### src/rtl/uarch_pkg.sv
// uarch_pkg: shared fetch-stage widths, constants and packet types
package uarch_pkg;
  localparam int CPU_ADDR_BITS      = 32;
  localparam int CPU_INST_BITS      = 32;
  localparam int FETCH_WIDTH        = 2;
  localparam int FETCH_BYTES        = FETCH_WIDTH * 4;
  localparam int MAX_FETCH_INFLIGHT = 2;
  typedef enum logic {RUN, DRAIN} fetch_state_e;
  typedef struct packed {
    logic [CPU_ADDR_BITS-1:0]             pc;
    logic [FETCH_WIDTH*CPU_INST_BITS-1:0] data;
  } fetch_pkt_t;
endpackage

### src/rtl/sync_fifo.sv
// sync_fifo: registered FIFO with active-low sync reset, synchronous clear and occupancy count
module sync_fifo #(
  parameter int WIDTH = 8,
  parameter int DEPTH = 2
) (
  input  logic                     clk,
  input  logic                     rst,
  input  logic                     clr,
  input  logic                     push,
  input  logic [WIDTH-1:0]         din,
  input  logic                     pop,
  output logic [WIDTH-1:0]         dout,
  output logic [$clog2(DEPTH):0]   count
);
  localparam int AW = $clog2(DEPTH);
  logic [WIDTH-1:0] r_mem [DEPTH];
  logic [AW-1:0]    r_wr, r_rd;
  logic [AW:0]      r_cnt;
  assign dout  = r_mem[r_rd];
  assign count = r_cnt;
  // storage is written on push only and needs no reset
  always_ff @(posedge clk)
    if (push) r_mem[r_wr] <= din;
  // pointers and occupancy; pointers wrap naturally since DEPTH is a power of two
  always_ff @(posedge clk)
    if (!rst || clr) begin
      r_wr  <= '0;
      r_rd  <= '0;
      r_cnt <= '0;
    end else begin
      if (push) r_wr <= r_wr + AW'(1);
      if (pop) r_rd <= r_rd + AW'(1);
      r_cnt <= r_cnt + (AW+1)'(push) - (AW+1)'(pop);
    end
endmodule

### src/rtl/fetch_ctrl.sv
// fetch_ctrl: credit-based fetch sequencer pairing I-Cache responses with PCs; FETCH_PERF_CNT_EN adds perf counters
module fetch_ctrl
  import uarch_pkg::*;
#(
  parameter logic [CPU_ADDR_BITS-1:0] RESET_PC     = '0,
  parameter int                       MAX_INFLIGHT = MAX_FETCH_INFLIGHT
) (
  input  logic                                 clk,
  input  logic                                 rst,
  input  logic                                 redirect_val,
  input  logic [CPU_ADDR_BITS-1:0]             redirect_pc,
  output logic                                 icache_req_val,
  input  logic                                 icache_req_rdy,
  output logic [CPU_ADDR_BITS-1:0]             icache_req_addr,
  input  logic                                 icache_resp_val,
  input  logic [FETCH_WIDTH*CPU_INST_BITS-1:0] icache_resp_data,
  output logic [CPU_ADDR_BITS-1:0]             buf_pc,
  output logic [FETCH_WIDTH*CPU_INST_BITS-1:0] buf_data,
  output logic                                 buf_val,
  input  logic                                 buf_rdy,
  output logic                                 buf_flush
`ifdef FETCH_PERF_CNT_EN
  ,
  output logic [31:0]                          perf_credit_stall,
  output logic [31:0]                          perf_dropped,
  output logic [31:0]                          perf_redirects
`endif
);
  localparam int CW = $clog2(MAX_INFLIGHT) + 1;
  logic [CPU_ADDR_BITS-1:0] r_fetch_pc, w_pc_head;
  logic [CW-1:0]            r_credits, r_drop_cnt, w_credits_nxt, w_drop_nxt, w_pc_cnt, w_rs_cnt;
  fetch_state_e             r_state;
  fetch_pkt_t               w_rs_head;
  logic                     w_issue, w_resp, w_drop, w_keep, w_fwd, w_show;
  assign icache_req_val  = rst && r_credits != '0 && !redirect_val;
  assign icache_req_addr = r_fetch_pc;
  assign w_issue         = icache_req_val && icache_req_rdy;
  assign w_resp          = rst && icache_resp_val;
  assign w_drop          = w_resp && (r_state == DRAIN || redirect_val);
  assign w_keep          = w_resp && !w_drop;
  assign w_show          = rst && w_rs_cnt != '0;
  assign buf_val         = w_show && !redirect_val;
  assign w_fwd           = buf_val && buf_rdy;
  assign buf_pc          = w_show ? w_rs_head.pc : '0;
  assign buf_data        = w_show ? w_rs_head.data : '0;
  assign buf_flush       = rst && redirect_val;
  sync_fifo #(.WIDTH(CPU_ADDR_BITS), .DEPTH(MAX_INFLIGHT)) u_pc_fifo (
    .clk(clk), .rst(rst), .clr(1'b0), .push(w_issue), .din(r_fetch_pc),
    .pop(w_resp), .dout(w_pc_head), .count(w_pc_cnt)
  );
  sync_fifo #(.WIDTH($bits(fetch_pkt_t)), .DEPTH(MAX_INFLIGHT)) u_resp_fifo (
    .clk(clk), .rst(rst), .clr(redirect_val), .push(w_keep), .din({w_pc_head, icache_resp_data}),
    .pop(w_fwd), .dout(w_rs_head), .count(w_rs_cnt)
  );
  // a redirect drops everything still in flight (minus a response accepted this cycle) and frees the rest
  always_comb begin
    w_drop_nxt    = redirect_val ? w_pc_cnt - CW'(w_resp) : r_drop_cnt - CW'(w_drop);
    w_credits_nxt = redirect_val ? CW'(MAX_INFLIGHT) - w_drop_nxt
                                 : r_credits - CW'(w_issue) + CW'(w_drop) + CW'(w_fwd);
  end
  // fetch PC, credits and RUN/DRAIN sequencing
  always_ff @(posedge clk)
    if (!rst) begin
      r_fetch_pc <= RESET_PC;
      r_credits  <= CW'(MAX_INFLIGHT);
      r_drop_cnt <= '0;
      r_state    <= RUN;
    end else begin
      r_fetch_pc <= redirect_val ? redirect_pc : w_issue ? r_fetch_pc + CPU_ADDR_BITS'(FETCH_BYTES) : r_fetch_pc;
      r_credits  <= w_credits_nxt;
      r_drop_cnt <= w_drop_nxt;
      r_state    <= w_drop_nxt != '0 ? DRAIN : RUN;
    end
  a_resp_has_pc: assert property (@(posedge clk) disable iff (!rst) icache_resp_val |-> w_pc_cnt != '0);
`ifdef FETCH_PERF_CNT_EN
  logic [31:0] r_perf_stall, r_perf_drop, r_perf_redir;
  assign perf_credit_stall = r_perf_stall;
  assign perf_dropped      = r_perf_drop;
  assign perf_redirects    = r_perf_redir;
  // saturating event counters
  always_ff @(posedge clk)
    if (!rst) begin
      r_perf_stall <= '0;
      r_perf_drop  <= '0;
      r_perf_redir <= '0;
    end else begin
      r_perf_stall <= r_perf_stall + 32'(r_credits == '0 && !redirect_val && r_perf_stall != '1);
      r_perf_drop  <= r_perf_drop + 32'(w_drop && r_perf_drop != '1);
      r_perf_redir <= r_perf_redir + 32'(redirect_val && r_perf_redir != '1);
    end
`endif
endmodule

### config.mk
export PLATFORM = sky130hd
export DESIGN_NAME = fetch_ctrl
export DESIGN_NICKNAME = d
export VERILOG_FILES = /design/src/rtl/uarch_pkg.sv /design/src/rtl/sync_fifo.sv /design/src/rtl/fetch_ctrl.sv
export SDC_FILE = /design/constraint.sdc
export NUM_CORES = 1
export LEC_CHECK = 0
export ABC_AREA = 1
export CORE_MARGIN = 1.5
export CORE_UTILIZATION = 28
export DETAILED_ROUTE_END_ITERATION = 10
export PLACE_DENSITY = 0.45
export SYNTH_ARGS = -nofsm -noshare
export SYNTH_HDL_FRONTEND = slang
export SYNTH_SLANG_ARGS = --single-unit
### constraint.sdc
create_clock -name clk -period 12.19 [get_ports clk]
set_input_delay 2.438 -clock clk [delete_from_list [all_inputs] [get_ports clk]]
set_output_delay 2.438 -clock clk [all_outputs]
set_load 0.02 [all_outputs]
* After elaboration in Yosys (flattened, before gate mapping) *
Memory sizes are Yosys's and may differ from the RTL's. A register that Yosys moved wholly into a read port is not among the register bits.
Index checks and enable logic that the tools add are counted.

operators by class
  add/subtract/negate cells = 15
  muxes and demuxes = 15
  reductions and logical operators = 19

operators with widths
  cell                     number
  $mux W32                 3
  $mux W64                 1
  $add A32 B4 Y32 const B  1
  $logic_and A1 B1 Y1      10
  $sub A2 B1 Y2            5
  $mux W1                  9
  $add A2 B1 Y2            4
  $reduce_bool A2 Y1       4
  $add A1 B1 Y1 const B    4
  $mux W2                  2
  $logic_not A1 Y1         3
  $logic_or A1 B1 Y1       2
  $sub A2 B2 Y2 const A    1

word-level totals
  register bits = 45
  bits in writable memories = 256
  memories = 2

memory list
  memory             depth  bits a word  read ports  clocked after Yosys merged registers in  wr ports  RTL line         text
  u_resp_fifo.r_mem  2      96           1           1                                        1         sync_fifo.sv:16  logic [WIDTH-1:0] r_mem [DEPTH];
  u_pc_fifo.r_mem    2      32           1           1                                        1         sync_fifo.sv:16

* Longest topological paths before layout *
  depth in word-level cells = 8
  depth in mapped cells = 14
  mapped depth without buffers = 12

* Hierarchy *
A second synthesis with hierarchy kept.

unflattened totals
  cells, all modules = 1079
  area, all modules = 13341.5 µm²

by module, submodules not included
  module                   times used  cells each  area each (µm²)
  sync_fifo (u_resp_fifo)  1           330         7352.1
  fetch_ctrl               1           618         3299.4
  sync_fifo (u_pc_fifo)    1           131         2690.1

* Worst setup path before layout *
No wires, ideal clock.

  kind = in2reg
  start = input port redirect_val
  end = memory u_resp_fifo.r_mem[1][0] (netlist name) (enable)
  setup time = 553 ps
  arrival time = 6912 ps
  data required time = 11637 ps
  path slack = 4726 ps
  stages on the path = 4
  path buffers = 1
  path through = buf_6 -> nor3_1 -> inv_1 -> nor2_1

on the way
  word-level cells in the longest chain between the ends = 6

RTL lines
  what                           RTL line          text
  start, declared                fetch_ctrl.sv:10  input logic redirect_val,
  $logic_or A1 B1 Y1             fetch_ctrl.sv:39  assign w_drop = w_resp && (r_state == DRAIN || redirect_val);
  $logic_and A1 B1 Y1            fetch_ctrl.sv:39
  $logic_not A1 Y1               fetch_ctrl.sv:40  assign w_keep = w_resp && !w_drop;
  $logic_and A1 B1 Y1            fetch_ctrl.sv:40
  $mux W1                        sync_fifo.sv:23   if (push) r_mem[r_wr] <= din;
  $mux W1 (implied by the code)  sync_fifo.sv:23
  end, declared                  sync_fifo.sv:16

No other way between the ends.

* Worst setup path after layout *
  start = input port rst
  end = output port buf_pc[0]

on the way
  word-level cells in the longest chain between the ends = 2

RTL lines
  what                 RTL line          text
  start, declared      fetch_ctrl.sv:9   input logic rst,
  $logic_and A1 B1 Y1  fetch_ctrl.sv:41  assign w_show = rst && w_rs_cnt != '0;
  $mux W32             fetch_ctrl.sv:44  assign buf_pc = w_show ? w_rs_head.pc : '0;
  end, declared        fetch_ctrl.sv:17  output logic [CPU_ADDR_BITS-1:0] buf_pc,

No other way between the ends.

==> results.yml <==
sta:
  final-setup-viol-count: 0
  period_share: 0.677
  worst_slew_pin_slew_ps: 967
  fin_crit_ps: 8250
  maxSlewViolCount: 0
  finClkSkew_ps: 12.3
  relSlewSlack: 0.355
  max_freq_mhz: 121
  whs_ps: 487
  final-hold-violation-count: 0
  tns_ps: 0
  rsz0062_at_grt: "no"
synthesis:
  synth_top_area_frac: 0.595
  netlist_area_sq_mm: 0.0129
  synth-warning-count: 0
  yosysUniqueCellTypes: 41
  synthArstFlopShare: 0
  yosysTopAreaCell: "edfxtp_1"
  synth_nets: 1169
  syn_avg_cell_area_sq_um: 12.2
  netlist_top_cells_count: "edfxtp_1 (256), nand2_1 (224), inv_1 (161)"
  synth-seq-area-share: 0.668
  postSynthCellCount: 1057
  synth_most_common_cell: "edfxtp_1"
  synth_edf_count: 256
  yosys_register_bits: 303
  synth_flop_cell: "edfxtp_1"
  synth_top_cells_by_area: "edfxtp_1 (59%), mux2_2 (11%), dfxtp_1 (7.3%)"
routing:
  vias: 8192
  vias_per_cell: 4.26
  first_pass_iters: 4
  route.detailed.wl_per_inst_um: 17.0
  drc: 0
  routed_wl_um: 32700
  drt_iter0_drc: 368
  ant_nets: 0
placement:
  detailed_place.area_sq_mm: 0.0159
  gp_congestion: 0.780
  hpwl_um: 21200
  dp.cells: 1862
  io_buffers: 232
critical_path:
  worst-setup-path-type: "in2out"
  endpoint_kind: "primary output"
  cp_max_fo: 72
  required_ps: 9750
  arrival_ps: 5810
  cp-start-kind: "input port"
global_route:
  grt_usage: 0.139
  grt_pass1_wl_um: 49800
  overflow: 0
  grt_max_degree: 73
  grt_antenna_before_repair: 0
  grt_pass1_vias: 8330
floorplan:
  io_pins: 233
  start_util: 0.284
  dieArea_sq_mm: 0.0475
  core_area_sq_mm: 0.0455
  die_x_um: 218
  rows: 78
  dieHeight_um: 218
clock_tree:
  cts_root_buf: "clkbuf_16"
  cts_sinks: 303
  clk_latency_ps: 520
  cts_tree: "yes"
  cts_resized: 0
  numCtsBuffers: 37
  clk_pin_slew_ps: 50
  hold_buffers: 0
  post_cts_buffers: 0
  htree_num_levels: 2
  clock_path_buffers: 3
pwr:
  power.density_mw_per_mm2: 139
  p_leak_nw: 6.44
  vdd_drop_max_mv: 0.0648
layout:
  area.growth.synth_to_final_pct: 31.7
  antennaDiodeCount: 0
  drive_gt1_frac: 0.162
  fin_nets: 1413
  final_area_sq_mm: 0.0170
  fin_cells: 1923
  finalCoreUtilization: 0.374
worst_hold_path:
  hold_class: "reg2reg"
outcome:
  status: "finished, final reports clean"
job:
  drv_cap: 0
[power breakdown]
part / internal, mW / switching, mW
Combinational: 0.0784 / 0.0778
Clock: 0.625 / 0.404
Sequential: 1.15 / 0.0261
[layout by cell type, fill, tap and decap left out, drive strengths merged, types with 2 or more instances in the layout]
cell type / count
bufinv: 3
clkdlybuf4s50: 232
mux2: 128
a21oi: 23
edfxtp: 256
buf: 9
a22o: 3
or2: 2
o211ai: 5
a31oi: 5
nand3: 32
nand4: 5
xor2: 4
nor3: 2
ha: 9
o21ai: 34
dfxtp: 47
inv: 169
clkbuf: 48
nand3b: 2
nor2: 57
clkinv: 10
nand2: 228
xnor2: 6
[kinds of logic (layout without fill, tap and decap cells)]
family,count (synthesis),in the layout,synth area share
compound gates,71,71,0.0309
xor+xnor,10,10,0.00678
fa+ha+maj,10,10,0.0103
buf+inv,206,472,0.0657
flops,303,303,0.668
mux,128,128,0.112
simple gates,329,329,0.107
[worst max-delay path, cell delays in order]
cell             delay [ps]
clkdlybuf4s50_1         910
o21ai_0                 450
inv_4                   360
buf_4                   620
nand2_1                 120
inv_1                    70
clkdlybuf4s50_1         700
[layout make-up]
type	instances	area, sq um
tap	600	751
fill	4528	28500
clock inverter	13	143
clock buffer	48	977
multi-input combinational	548	3480
timing repair buffer	241	2390
sequential	303	8630
inverter	170	651
[worst paths after layout]
check / start / endpoint / slack [ps] / cells after the start
min reg2reg: icache_req_addr[1]$_SDFFE_PN0P_ / u_pc_fifo.r_mem[0][1]$_DFFE_PP_ / 490 / 0
max: rst / buf_pc[0] / 3940 / 7
max reg2reg: r_state$_SDFF_PN0_ / u_resp_fifo.r_mem[1][17]$_DFFE_PP_ / 9570 / 5
min: icache_req_addr[1]$_SDFFE_PN0P_ / u_pc_fifo.r_mem[0][1]$_DFFE_PP_ / 490 / 0
[layer usage]
layer  global-route usage  vias up  wire, um
li1                     -     4027         -
met1                0.186     3922     15400
met2                0.226      207     15100
met3               0.0259       36      1740
met4               0.0441        0       517
met5                    0        -         0
[state kept, by name (all words and copies together) (netlist names), named ones only]
register	cells
icache_req_addr	32
r_credits	2
r_drop_cnt	2
r_state	1
u_pc_fifo.count	2
u_pc_fifo.r_mem	64
u_pc_fifo.r_rd	1
u_pc_fifo.r_wr	1
u_resp_fifo.count	2
u_resp_fifo.r_mem	192
u_resp_fifo.r_rd	1
u_resp_fifo.r_wr	1
[through the flow]
stage | setup WS, ps | total power, mW
finish | 3940 | 2.37
global route | 3660 | 2.47
CTS | 3840 | 2.42
detailed placement | 3900 | 1.36
global placement | 3940 | 1.36
floorplan | 4730 | 1.28
Power figures use the tool's default switching activity.
